===== src/rtl/acumulador_produtos_fd.sv =====
`default_nettype none
// ============================================================================
// Module   : acumulador_produtos_fd
// Purpose  : Datapath of the product accumulator: accumulator register, the
//            single adder and the presented-sum register.
// Ports    : clk, rst      - clock, synchronous active-high reset
//            P_in          - unsigned product, zero-extended to ACC_W
//            acc_en        - acc <= acc + P_in
//            acc_ld_first  - acc <= P_in
//            acc_clr       - acc <= 0 (highest priority)
//            sum_ld        - sum_out <= acc + P_in
//            sum_out       - presented group sum
// Revision : 1.0 - initial release
// ============================================================================
module acumulador_produtos_fd #(
    parameter int IN_W  = 8,
    parameter int ACC_W = 10
) (
    input  logic             clk,
    input  logic             rst,
    input  logic [IN_W-1:0]  P_in,
    input  logic             acc_en,
    input  logic             acc_ld_first,
    input  logic             acc_clr,
    input  logic             sum_ld,
    output logic [ACC_W-1:0] sum_out
);

    logic [ACC_W-1:0] r_acc;
    logic [ACC_W-1:0] r_sum;
    logic [ACC_W-1:0] w_p_ext;
    logic [ACC_W-1:0] w_add;

    assign w_p_ext = ACC_W'(P_in);
    // Guard bits make this sum exact for up to 2^GUARD products.
    assign w_add   = r_acc + w_p_ext;

    always_ff @(posedge clk) begin
        if (rst) begin
            r_acc <= '0;
            r_sum <= '0;
        end else begin
            if (sum_ld) begin
                r_sum <= w_add;
            end
            if (acc_clr) begin
                r_acc <= '0;
            end else if (acc_ld_first) begin
                r_acc <= w_p_ext;
            end else if (acc_en) begin
                r_acc <= w_add;
            end
        end
    end

    assign sum_out = r_sum;

endmodule
`default_nettype wire


===== src/rtl/acumulador_produtos_uc.sv =====
`default_nettype none
// ============================================================================
// Module   : acumulador_produtos_uc
// Purpose  : Control unit of the product accumulator. Holds the ACC/HOLD
//            state, the product counter of the current group and the sticky
//            lost flag, and drives the datapath enables.
// Ports    : clk, rst          - clock, synchronous active-high reset
//            clear            - group abort (acc, cnt, state, lost)
//            mul_done         - product valid this cycle
//            out_ack          - consumer accepts the presented sum
//            acc_en           - acc <= acc + product
//            acc_ld_first     - acc <= product (first product of a group)
//            acc_clr          - acc <= 0
//            sum_ld           - sum register <= acc + product
//            out_valid, stall - high while a result is presented (HOLD)
//            lost             - sticky: a product arrived in HOLD unaccepted
// Revision : 1.0 - initial release
// ============================================================================
module acumulador_produtos_uc #(
    parameter int N     = 4,
    parameter int CNT_W = 2
) (
    input  logic clk,
    input  logic rst,
    input  logic clear,
    input  logic mul_done,
    input  logic out_ack,
    output logic acc_en,
    output logic acc_ld_first,
    output logic acc_clr,
    output logic sum_ld,
    output logic out_valid,
    output logic stall,
    output logic lost
);

    typedef enum logic [0:0] {
        ST_ACC  = 1'b0,
        ST_HOLD = 1'b1
    } state_t;

    state_t             r_state;
    state_t             w_next_state;
    logic [CNT_W-1:0]   r_cnt;
    logic [CNT_W-1:0]   w_next_cnt;
    logic               r_lost;
    logic               w_next_lost;
    logic               w_last;

    // The current product closes the group when N-1 products are already in.
    assign w_last = (r_cnt == CNT_W'(N - 1));

    always_ff @(posedge clk) begin
        if (rst) begin
            r_state <= ST_ACC;
            r_cnt   <= '0;
            r_lost  <= 1'b0;
        end else begin
            r_state <= w_next_state;
            r_cnt   <= w_next_cnt;
            r_lost  <= w_next_lost;
        end
    end

    always_comb begin
        w_next_state = r_state;
        w_next_cnt   = r_cnt;
        w_next_lost  = r_lost;
        acc_en       = 1'b0;
        acc_ld_first = 1'b0;
        acc_clr      = 1'b0;
        sum_ld       = 1'b0;

        if (clear) begin
            // Abort wins over any product or acknowledge in the same cycle.
            w_next_state = ST_ACC;
            w_next_cnt   = '0;
            w_next_lost  = 1'b0;
            acc_clr      = 1'b1;
        end else begin
            case (r_state)
                ST_ACC: begin
                    if (mul_done) begin
                        if (w_last) begin
                            // Sum register captures acc + product directly,
                            // so the result appears one cycle after the
                            // last product while acc restarts from zero.
                            sum_ld       = 1'b1;
                            acc_clr      = 1'b1;
                            w_next_cnt   = '0;
                            w_next_state = ST_HOLD;
                        end else begin
                            acc_en     = 1'b1;
                            w_next_cnt = r_cnt + CNT_W'(1);
                        end
                    end
                end
                ST_HOLD: begin
                    if (out_ack) begin
                        w_next_state = ST_ACC;
                        if (mul_done) begin
                            // acc is already zero here; load starts the
                            // next group with this product.
                            acc_ld_first = 1'b1;
                            w_next_cnt   = CNT_W'(1);
                        end
                    end else if (mul_done) begin
                        w_next_lost = 1'b1;
                    end
                end
                default: begin
                    w_next_state = ST_ACC;
                end
            endcase
        end
    end

    assign out_valid = (r_state == ST_HOLD);
    assign stall     = (r_state == ST_HOLD);
    assign lost      = r_lost;

endmodule
`default_nettype wire


===== src/rtl/acumulador_produtos.sv =====
`default_nettype none
// ============================================================================
// Module   : acumulador_produtos
// Purpose  : Sums groups of N unsigned products from an upstream multiplier
//            and presents each group sum with a valid/ack handshake.
// Ports    : clk, rst   - clock, synchronous active-high reset
//            clear      - abort current group, clears lost
//            mul_done   - one-cycle pulse, P_in valid
//            P_in       - 2*WIDTH-bit unsigned product
//            out_ack    - consumer accepts sum_out (only while out_valid)
//            sum_out    - group sum, ACC_W = 2*WIDTH+GUARD bits
//            out_valid  - sum_out valid, held until acknowledged
//            stall      - upstream must not start a new multiply
//            lost       - sticky, a product was dropped while holding
// Revision : 1.0 - initial release
// ============================================================================
module acumulador_produtos #(
    parameter int WIDTH = 4,
    parameter int N     = 4,
    parameter int GUARD = 2
) (
    input  logic                       clk,
    input  logic                       rst,
    input  logic                       clear,
    input  logic                       mul_done,
    input  logic [2*WIDTH-1:0]         P_in,
    input  logic                       out_ack,
    output logic [2*WIDTH+GUARD-1:0]   sum_out,
    output logic                       out_valid,
    output logic                       stall,
    output logic                       lost
);

    localparam int ACC_W = 2 * WIDTH + GUARD;
    localparam int CNT_W = (N > 1) ? $clog2(N) : 1;

    generate
        if (N < 2) begin : g_bad_n_min
            $error("acumulador_produtos: N must be at least 2");
        end
        if (N > (2 ** GUARD)) begin : g_bad_n_guard
            $error("acumulador_produtos: N exceeds 2^GUARD, sum could overflow");
        end
    endgenerate

    logic w_acc_en;
    logic w_acc_ld_first;
    logic w_acc_clr;
    logic w_sum_ld;

    acumulador_produtos_uc #(
        .N     (N),
        .CNT_W (CNT_W)
    ) u_uc (
        .clk          (clk),
        .rst          (rst),
        .clear        (clear),
        .mul_done     (mul_done),
        .out_ack      (out_ack),
        .acc_en       (w_acc_en),
        .acc_ld_first (w_acc_ld_first),
        .acc_clr      (w_acc_clr),
        .sum_ld       (w_sum_ld),
        .out_valid    (out_valid),
        .stall        (stall),
        .lost         (lost)
    );

    acumulador_produtos_fd #(
        .IN_W  (2 * WIDTH),
        .ACC_W (ACC_W)
    ) u_fd (
        .clk          (clk),
        .rst          (rst),
        .P_in         (P_in),
        .acc_en       (w_acc_en),
        .acc_ld_first (w_acc_ld_first),
        .acc_clr      (w_acc_clr),
        .sum_ld       (w_sum_ld),
        .sum_out      (sum_out)
    );

endmodule
`default_nettype wire

===== config.mk =====
export PLATFORM = sky130hd
export DESIGN_NAME = acumulador_produtos
export DESIGN_NICKNAME = d
export VERILOG_FILES = /design/src/rtl/acumulador_produtos_fd.sv /design/src/rtl/acumulador_produtos_uc.sv /design/src/rtl/acumulador_produtos.sv
export SDC_FILE = /design/constraint.sdc
export NUM_CORES = 1
export LEC_CHECK = 0
export CELL_PAD_IN_SITES_DETAIL_PLACEMENT = 1
export CELL_PAD_IN_SITES_GLOBAL_PLACEMENT = 2
export CORE_MARGIN = 5
export CORE_UTILIZATION = 33
export CTS_BUF_LIST = sky130_fd_sc_hd__clkbuf_8 sky130_fd_sc_hd__clkbuf_16
export DETAILED_ROUTE_END_ITERATION = 16
export PLACE_DENSITY = 0.92
export RECOVER_POWER = 25
export SYNTH_ARGS = -nofsm -noshare
export SYNTH_HDL_FRONTEND = slang
export SYNTH_SLANG_ARGS = --single-unit

===== constraint.sdc =====
create_clock -name clk -period 4.6 [get_ports clk]
set_clock_uncertainty 0.1 [all_clocks]
set_input_delay 1.15 -clock clk [delete_from_list [all_inputs] [get_ports clk]]
set_output_delay 1.15 -clock clk [all_outputs]
set_load 0.02 [all_outputs]

==> reports/qor.yml <==
status: "completed"
clock-root-buffer: "clkbuf_8"
start_util: 0.347
p_total_uw: 397
rr_worst_depth: 7
tightest_slew_ns: 0.734
die_w_um: 75.5
synth.avg_cell_area_sq_um: 8.91
max_freq_mhz: 323
crit_fanout: 4
cts_tree: "built"
nets: 203
critPathSlowestCell: "clkdlybuf4s50_1"
n_fill_cell: 483
ys_ff_latch: 24
period_share: 0.672
slew_headroom: 0.509
clk_pin_slew_ns: 0.08
min_period_ns: 3.09
coreArea_sq_um: 4090
r2r-end: "u_fd.sum_out[6]"
post_cts_resized: 0
maxCapViolations: 0
seq_area_frac_synth: 0.339
p_per_area_nw_per_um2: 232
synthToLayoutAreaGrowth_pct: 20.8
slowest_delay_ns: 0.49
synth_area_sq_um: 1420
worstPathRequired_ns: 4.66
yosysWarnings: 0
drtIter0Drc: 35
synthCells: 159
path_class: "input port to register"
detail_route.wl_per_cell_um: 16.3
drive_above_1_share: 0.0843
r2r-start: "u_fd.r_acc[0]"
port_buffers: 25
dieArea_sq_um: 5700
vias: 1282
whs_ns: 0.362
power.leakage_uw: 0.000647
min_to: "u_fd.sum_out[5]"
clock_latency_ns: 0.27
place_congestion: 0.842
synth.distinct_cells: 45
place_inst: 225
hold_viol_final: 0
hold_path_startpoint: "u_fd.sum_out[5]"
fin_setup_tns_ns: 0
final_cells: 228
crit_path_end_kind: "register"
rsz0062_at_grt: "no"
synth_flop_cell: "dfxtp_1"
antenna_cells: 0
ios: 26
drt-pass1-iter-count: 4
startpoint_type: "input port"
ant_nets: 0
hold_depth: 2
slew_viol_final: 0
grt_pass1_wl_um: 6240
die_y_um: 75.5
cts_buffers: 3
cts_sinks: 24
ir_worst_vdd_v: 0.000116
post_cts_buffers: 0
vias_per_cell: 5.62
row_count: 23
drcViolationCount: 0
rrSetupSlack_ns: 2.53
syn_nets: 182
clk_path_buf_depth: 2
track_usage: 0.143
worstPathArrival_ns: 3.15
finalSetupViolCount: 0
synth_enable_flop_cells: 0
grt_max_degree: 21
ctsHoldBuffers: 0
wirelength_um: 3720
htree_levels: 1
hold_path.class: "register to register"
post-route-util: 0.419
grt_pass1_vias: 1391
crit_chain: "clkdlybuf4s50_1, ha_1, fa_1, nand3_1, and2_1, o21ai_1, nor4b_1, a211o_1"
antenna_found_initial: 0
grt.overflow.total: 0
async_flop_share: 0
hpwl_um: 2900
==> area by class of cell <==
cell class	instances	area, sq um	share of cell area
inverters	1	3.75	0.00219
well taps	50	62.6	0.0365
flip-flops and latches	24	480	0.281
clock buffers	3	41.3	0.0241
multi-input cells	124	866	0.506
repair buffers	26	258	0.151
==> critical path: cells and delay by family <==
| family | cells | cell delay [ns] |
|---|---|---|
| adder cells (fa/ha/maj) | 2 | 0.48 |
| AO/OA/AOI/OAI | 2 | 0.64 |
| buffers and inverters | 1 | 0.49 |
| AND/OR/NAND/NOR | 3 | 0.40 |
==> metal layers <==
metal,track usage,routed length [um],up-vias
met1,0.157,1650,623
met2,0.265,1820,25
li1,-,-,625
met3,0.0383,178,9
met5,0,0,-
met4,0.0485,70,0
==> where the power goes <==
part           total [uW]  switching, uW  internal, uW
clock network         125           66.7          58.6
registers             212           1.60           210
logic                59.9           32.7          27.2
==> state kept, by name, summed over array words and instances, names as in the netlist <==
name,count
u_fd.r_acc,10
u_fd.sum_out,10
u_uc.lost,1
u_uc.out_valid,1
u_uc.r_cnt,2
==> per-stage QoR <==
stage	setup slack [ns]	area [sq um]
floorplan	1.95	1420
global placement	1.29	1670
detailed placement	1.23	1670
CTS	1.51	1710
global route	1.41	1710
finish	1.51	1710
==> kinds of logic (layout without fill, tap and decap cells) <==
logic type	count (synthesis)	after routing	share of synthesized area
mux	1	1	0.00795
fa+ha+maj	10	10	0.0936
buf+inv	11	30	0.0495
xor+xnor	5	5	0.0309
flops	24	24	0.339
compound gates	50	50	0.251
simple gates	58	58	0.228
==> Yosys cell counts, drive strengths merged, types with 2 or more instances <==
| master | number | area share |
|---|---|---|
| dfxtp | 24 | 0.34 |
| nand2 | 24 | 0.064 |
| a21oi | 18 | 0.064 |
| a22oi | 9 | 0.051 |
| ha | 9 | 0.080 |
| buf | 8 | 0.042 |
| nor2 | 6 | 0.016 |
| nor3 | 6 | 0.021 |
| a211oi | 5 | 0.030 |
| a21o | 5 | 0.027 |
| nand3 | 5 | 0.018 |
| o21ai | 5 | 0.020 |
| nand3b | 4 | 0.021 |
| xnor2 | 3 | 0.019 |
| a211o | 2 | 0.019 |
| clkbuf | 2 | 0.0053 |
| nand4b | 2 | 0.012 |
| nor2b | 2 | 0.014 |
| nor4b | 2 | 0.023 |
| o211ai | 2 | 0.014 |
| xor2 | 2 | 0.012 |
==> placed cells by master, fill, tap and decap left out, drive strengths merged, types with 2 or more instances in the layout <==
master and instances:
dfxtp 24, nand3 5, a22oi 9, a21o 5
ha 9, nor3 6, nor2b 2, xor2 2
o21ai 5, nor2 6, nand3b 4, nand2 24
a211o 2, o211ai 2, clkbuf 3, clkdlybuf4s50 18
a21oi 18, nand4b 2, a211oi 5, nor4b 2
xnor2 3, dlygate4sd3 7
==> how the worst max path moves through the flow <==
stage / endpoint / slack (ns) / start / cells past startpoint
after floorplan: u_fd.sum_out[6] / 1.95 / P_in[0] / 7
after global placement: u_fd.sum_out[6] / 1.29 / P_in[0] / 8
after detailed placement: u_fd.sum_out[6] / 1.23 / P_in[0] / 8
after CTS: u_fd.sum_out[6] / 1.51 / P_in[0] / 8
after global routing: u_fd.sum_out[6] / 1.41 / P_in[0] / 8
final: u_fd.sum_out[6] / 1.51 / P_in[0] / 8
Note: power is estimated with default switching activity, not from simulation.
==> variant 1: new RTL, same flow settings <==
Make the reset (`rst`) asynchronous in 2 clocked blocks. Comments in the files are not updated.
--- a/src/rtl/acumulador_produtos_fd.sv
+++ b/src/rtl/acumulador_produtos_fd.sv
@@ -35,7 +35,7 @@
     // Guard bits make this sum exact for up to 2^GUARD products.
     assign w_add   = r_acc + w_p_ext;
 
-    always_ff @(posedge clk) begin
+    always_ff @(posedge clk or posedge rst) begin
         if (rst) begin
             r_acc <= '0;
             r_sum <= '0;
--- a/src/rtl/acumulador_produtos_uc.sv
+++ b/src/rtl/acumulador_produtos_uc.sv
@@ -50,7 +50,7 @@
     // The current product closes the group when N-1 products are already in.
     assign w_last = (r_cnt == CNT_W'(N - 1));
 
-    always_ff @(posedge clk) begin
+    always_ff @(posedge clk or posedge rst) begin
         if (rst) begin
             r_state <= ST_ACC;
             r_cnt   <= '0;
Formal check against the unedited RTL: differs if rst is asserted again (counterexample within 10 cycles, from zero or initial values and one cycle with rst high); with rst held inactive, the same outputs for 10 cycles.
==> variant 1 against the original RTL <==
- sequential cell count unchanged
- fmax decreased by 0.84%
- worst setup slack got worse by 0.026 ns
- routed wire length decreased by 11%
- cell area increased by 2.0%
- synthesized area increased by 0.27%
- sequential share of layout area increased by 6.3 points
- first-iteration DRC count decreased by 11%
Power is not compared: it rests on default switching activity, and its combinational part moved more than twofold at a synthesized area within 25%.
==> variant 1: results (changes against the original RTL) <==
Top delay family on crit path = adder cells
Hold Crit Depth = 1 (-1)
Ranking of synthesized cells by area = dfrtp_1 42%, ha_1 7.9%, o21ai_1 4.9%
H-tree level count = 1 (unchanged)
Number of distinct library cells after synthesis = 40 (-11%)
Post-DP HPWL = 2.59 mm (-10%)
Max Cap Viol = 0 (unchanged)
DP Worst Slack = 1.18 ns (-0.0474 ns)
Worst-path clk slew = 0.08 ns (about the same)
Post-synth top flop = dfrtp_1
Worst Hold Endpoint = u_fd.sum_out[4]
Global-route wire length before repair = 5.66 mm (-9.3%)
Hold wc startpoint = u_fd.sum_out[4]
Worst-margin pin slew = 0.972 ns (+0.238 ns)
Avg WL per Cell = 15.4 um (-5.7%)
Crit path max-delay cell type = fa_1
Fillers = 467 (-3.3%)
Antenna Cells = 0 (unchanged)
Worst path arrival time = 3.17 ns (+0.02 ns)
Hold Path Class = flip-flop to flip-flop
Met3 WL post-DR = 120 um (-33%)
Reg-to-reg slack, setup = 2.41 ns (-0.12 ns)
Fin cells = 215 (-5.7%)
Final-stage net count = 190 (-6.4%)
Async SR Flop Fraction = 100% (+100 points)
Vias in the first global route = 1,197 (-14%)
DR WL met2 = 1.65 mm (-9.8%)
Vias per cell = 5.28 (-6.1%)
Outcome = completed
Worst R2R End = u_fd.r_acc[6]
CP peak stage delay = 0.44 ns (-0.05 ns)
Post-synth top cells = 24 x dfrtp_1, 17 x nand2_1, 14 x o21ai_1, 10 x nor2_1, 9 x ha_1
Register area share after synthesis = 42.3% (+8.4 points)
Metal1 wirelength = 1.53 mm (-7.1%)
Root Buffer = clkbuf_8
Proportion of layout cells with a drive suffix above 1 = 8.48% (+0.058 points)
Initial DRC count = 31 (-11%)
RD Place Congestion = 0.741 (-12%)
[variant 1: cell types whose count changed in the layout (fill, tap and decap cells not counted), moves of 5 or more]
cell	unedited run	this run
dfrtp_1	0	24
dfxtp_1	24	0
o21ai_1	1	14
a21oi_1	18	7
nand2_1	24	17
clkdlybuf4s50_1	18	23
dlygate4sd3_1	7	2
nor3_1	6	1
[variant 1: worst register-to-register path: stages (launching register included)]
cell	delay, ns
dfrtp_1	0.39
ha_1	0.24
fa_1	0.44
a211oi_2	0.26
nor2_2	0.10
o31ai_2	0.27
mux2i_1	0.22
nand2_1	0.06
[variant 1: cells by family after synthesis]
| group | synth area share [%] |
|---|---|
| buffers and inverters | 2.82 |
| AND/OR/NAND/NOR | 13.9 |
| adder cells (fa/ha/maj) | 9.34 |
| multiplexers | 3.70 |
| AO/OA/AOI/OAI | 23.6 |
| flip-flops | 42.3 |
| XOR/XNOR | 4.32 |
[variant 1: routing by layer]
layer | track usage [%] | vias to the layer above
met3 | 2.24 | 2
met5 | 0 | -
met1 | 16.4 | 554
li1 | - | 559
met2 | 23.1 | 20
met4 | 2.91 | 0
[variant 1: area by class of cell]
type                            instances  area [um^2]  share of cell area, %
Clock buffer                            3         41.3                   2.37
Inverter                                3         11.3                  0.645
Multi-Input combinational cell        110          779                   44.7
Sequential cell                        24          601                   34.4
Tap cell                               50         62.6                   3.58
Timing Repair Buffer                   25          250                   14.3
[variant 1: where the power goes]
group	internal [mW]	switching [mW]	leakage, nW
Combinational	0.0886	0.104	0.434
Clock	0.0586	0.0658	0.0216
Sequential	0.237	0.0159	0.325
[variant 1: per-stage QoR]
step / total power, mW / utilization [%] / hold slack [ns]
finish: 0.570 / 42.7 / 0.382
global route: 0.611 / 42.7 / 0.417
CTS: 0.581 / 42.7 / 0.391
detailed placement: 0.452 / 41.7 / 0.369
global placement: 0.445 / 41.7 / 0.365
floorplan: 0.380 / - / 0.360
[variant 1: worst max path at each step]
stage             from              end  slack [ns]  cells past startpoint
2_1_floorplan  P_in[0]    u_fd.r_acc[6]        1.74                      7
3_3_place_gp   P_in[0]    u_fd.r_acc[6]        1.20                      8
3_5_place_dp   P_in[0]    u_fd.r_acc[6]        1.18                      8
4_1_cts        P_in[0]    u_fd.r_acc[6]        1.47                      8
5_1_grt        P_in[0]  u_fd.sum_out[6]        1.38                      8
6_report       P_in[0]    u_fd.r_acc[6]        1.48                      8
==> variant 2: new RTL, same flow settings <==
Made on the original files. `WIDTH`: 4 -> 6.
--- a/src/rtl/acumulador_produtos.sv
+++ b/src/rtl/acumulador_produtos.sv
@@ -15,7 +15,7 @@
 // Revision : 1.0 - initial release
 // ============================================================================
 module acumulador_produtos #(
-    parameter int WIDTH = 4,
+    parameter int WIDTH = 6,
     parameter int N     = 4,
     parameter int GUARD = 2
 ) (
Ports: changed (resized P_in and sum_out); port bits go from 26 to 34. No check against the original RTL was run, so the function may have changed too.
==> variant 2 against the original RTL <==
- clock power up 120%
- power up 65%
- synthesized area up 43%
- routed wire length up 67%
- sequential cell count up 8
- cell area up 47%
- worst hold slack worse by 0.010 ns
- worst setup slack worse by 0.22 ns
- largest power group unchanged
- synthesized cell count up 55%
- critical path depth up 2
- sequential power up 34%
- fmax down 6.7%
==> variant 2: results (changes against the original RTL) <==
Sequential share of cell area = 25.5% (-2.6 points)
Footprint of the multi-input gates = 1290 um^2 (+49%)
Worst vdd ir = 0.0981 mV (-15%)
RD Place Congestion = 0.862 (+2.5%)
Fillers = 748 (+55%)
Register area share after synthesis = 31.7% (-2.2 points)
Ranking of synthesized cells by area = dfxtp_1 32%, ha_1 8.0%, nand2_1 6.5%
Global-route wire length before repair = 10.3 mm (+65%)
Plain + repair buffers = 35 (+35%)
Outcome = completed
DP Cell Count = 347 (+54%)
Largest net degree at the start of global routing = 18 (-14%)
Initial DRC count = 104 (+200%)
Post-Synthesis Cells = 247 (+55%)
Comb_multi_in = 196 (+58%)
Fin cells = 355 (+56%)
Worst R2R End = u_fd.sum_out[8]
Vias in the first global route = 2,098 (+51%)
Post-DP HPWL = 4.56 mm (+57%)
Total Wirelength = 6.22 mm (+67%)
Final clock-cell share = 4.28% (+1.9 points)
H-tree level count = 2 (+1)
Post-synth top cells = 35 x nand2_1, 32 x dfxtp_1, 18 x a21oi_1, 13 x ha_1, 13 x nor2_1
WHS = 0.352 ns (-0.0100 ns)
Reg-to-reg slack, setup = 2.31 ns (-0.22 ns)
FF-to-FF path depth = 9 (+2)
Worst skew pair latency = 0.29 ns (+0.02 ns)
P_leak = 0.989 nW (+53%)
Vias per cell = 5.59 (-0.51%)
Top-area cell type share of the netlist area = 31.7% (-2.2 points)
Buffering overhead = 13.7% (-1.3 points)
Met3 Usage GRT = 2.98% (-0.85 points)
[variant 2: cell count changes after synthesis, sizes merged, moves of 4 or more]
cell and delta:
nand2 +11, dfxtp +8, inv +7, nand3 +7, nor2 +7, and3 +6
or3 +6, o21ai +5, a21oi +4, ha +4, mux2i +4, nand3b -4
[variant 2: how the worst max path moves through the flow]
stage	cells after the start	slack, ns	end
global route	10	1.19	u_fd.sum_out[8]
CTS	10	1.29	u_fd.sum_out[8]
detailed placement	10	1.02	u_fd.sum_out[8]
finish	10	1.28	u_fd.sum_out[8]
global placement	10	1.08	u_fd.sum_out[8]
floorplan	9	1.66	u_fd.sum_out[8]
[variant 2: power by group]
group | leakage (nW) | internal (mW) | switching, mW
clock network | 0.0593 | 0.158 | 0.110
registers | 0.259 | 0.282 | 0.00299
logic | 0.670 | 0.0404 | 0.0594
total | 0.989 | 0.481 | 0.173
[variant 2: per-stage QoR]
step	area [um^2]	utilization, %	setup slack (ns)	power [mW]
6_report	2510	42.2	1.28	0.653
5_1_grt	2510	42.2	1.19	0.681
4_1_cts	2520	42.3	1.29	0.655
3_5_place_dp	2410	40.5	1.02	0.388
3_3_place_gp	2410	40.5	1.08	0.386
2_1_floorplan	2020	-	1.66	0.352
[variant 2: logic make-up after synthesis]
kind of cell / after synthesis / synth area share, %
fa+ha+maj: 14 / 9.03
mux: 5 / 2.54
xor+xnor: 5 / 2.17
simple gates: 101 / 25.8
compound gates: 71 / 24.6
flops: 32 / 31.7
buf+inv: 19 / 4.15
[variant 2: per-layer routing]
metal / routed length [um] / up-vias
li1: - / 974
met1: 2770 / 952
met2: 3030 / 45
met3: 275 / 15
met4: 144 / 0
met5: 0 / -
[variant 2: tightest hold or removal path, stage by stage (launching register included)]
cell     delay (ns)
dfxtp_1        0.31
nand2_1        0.05
a21oi_1        0.05
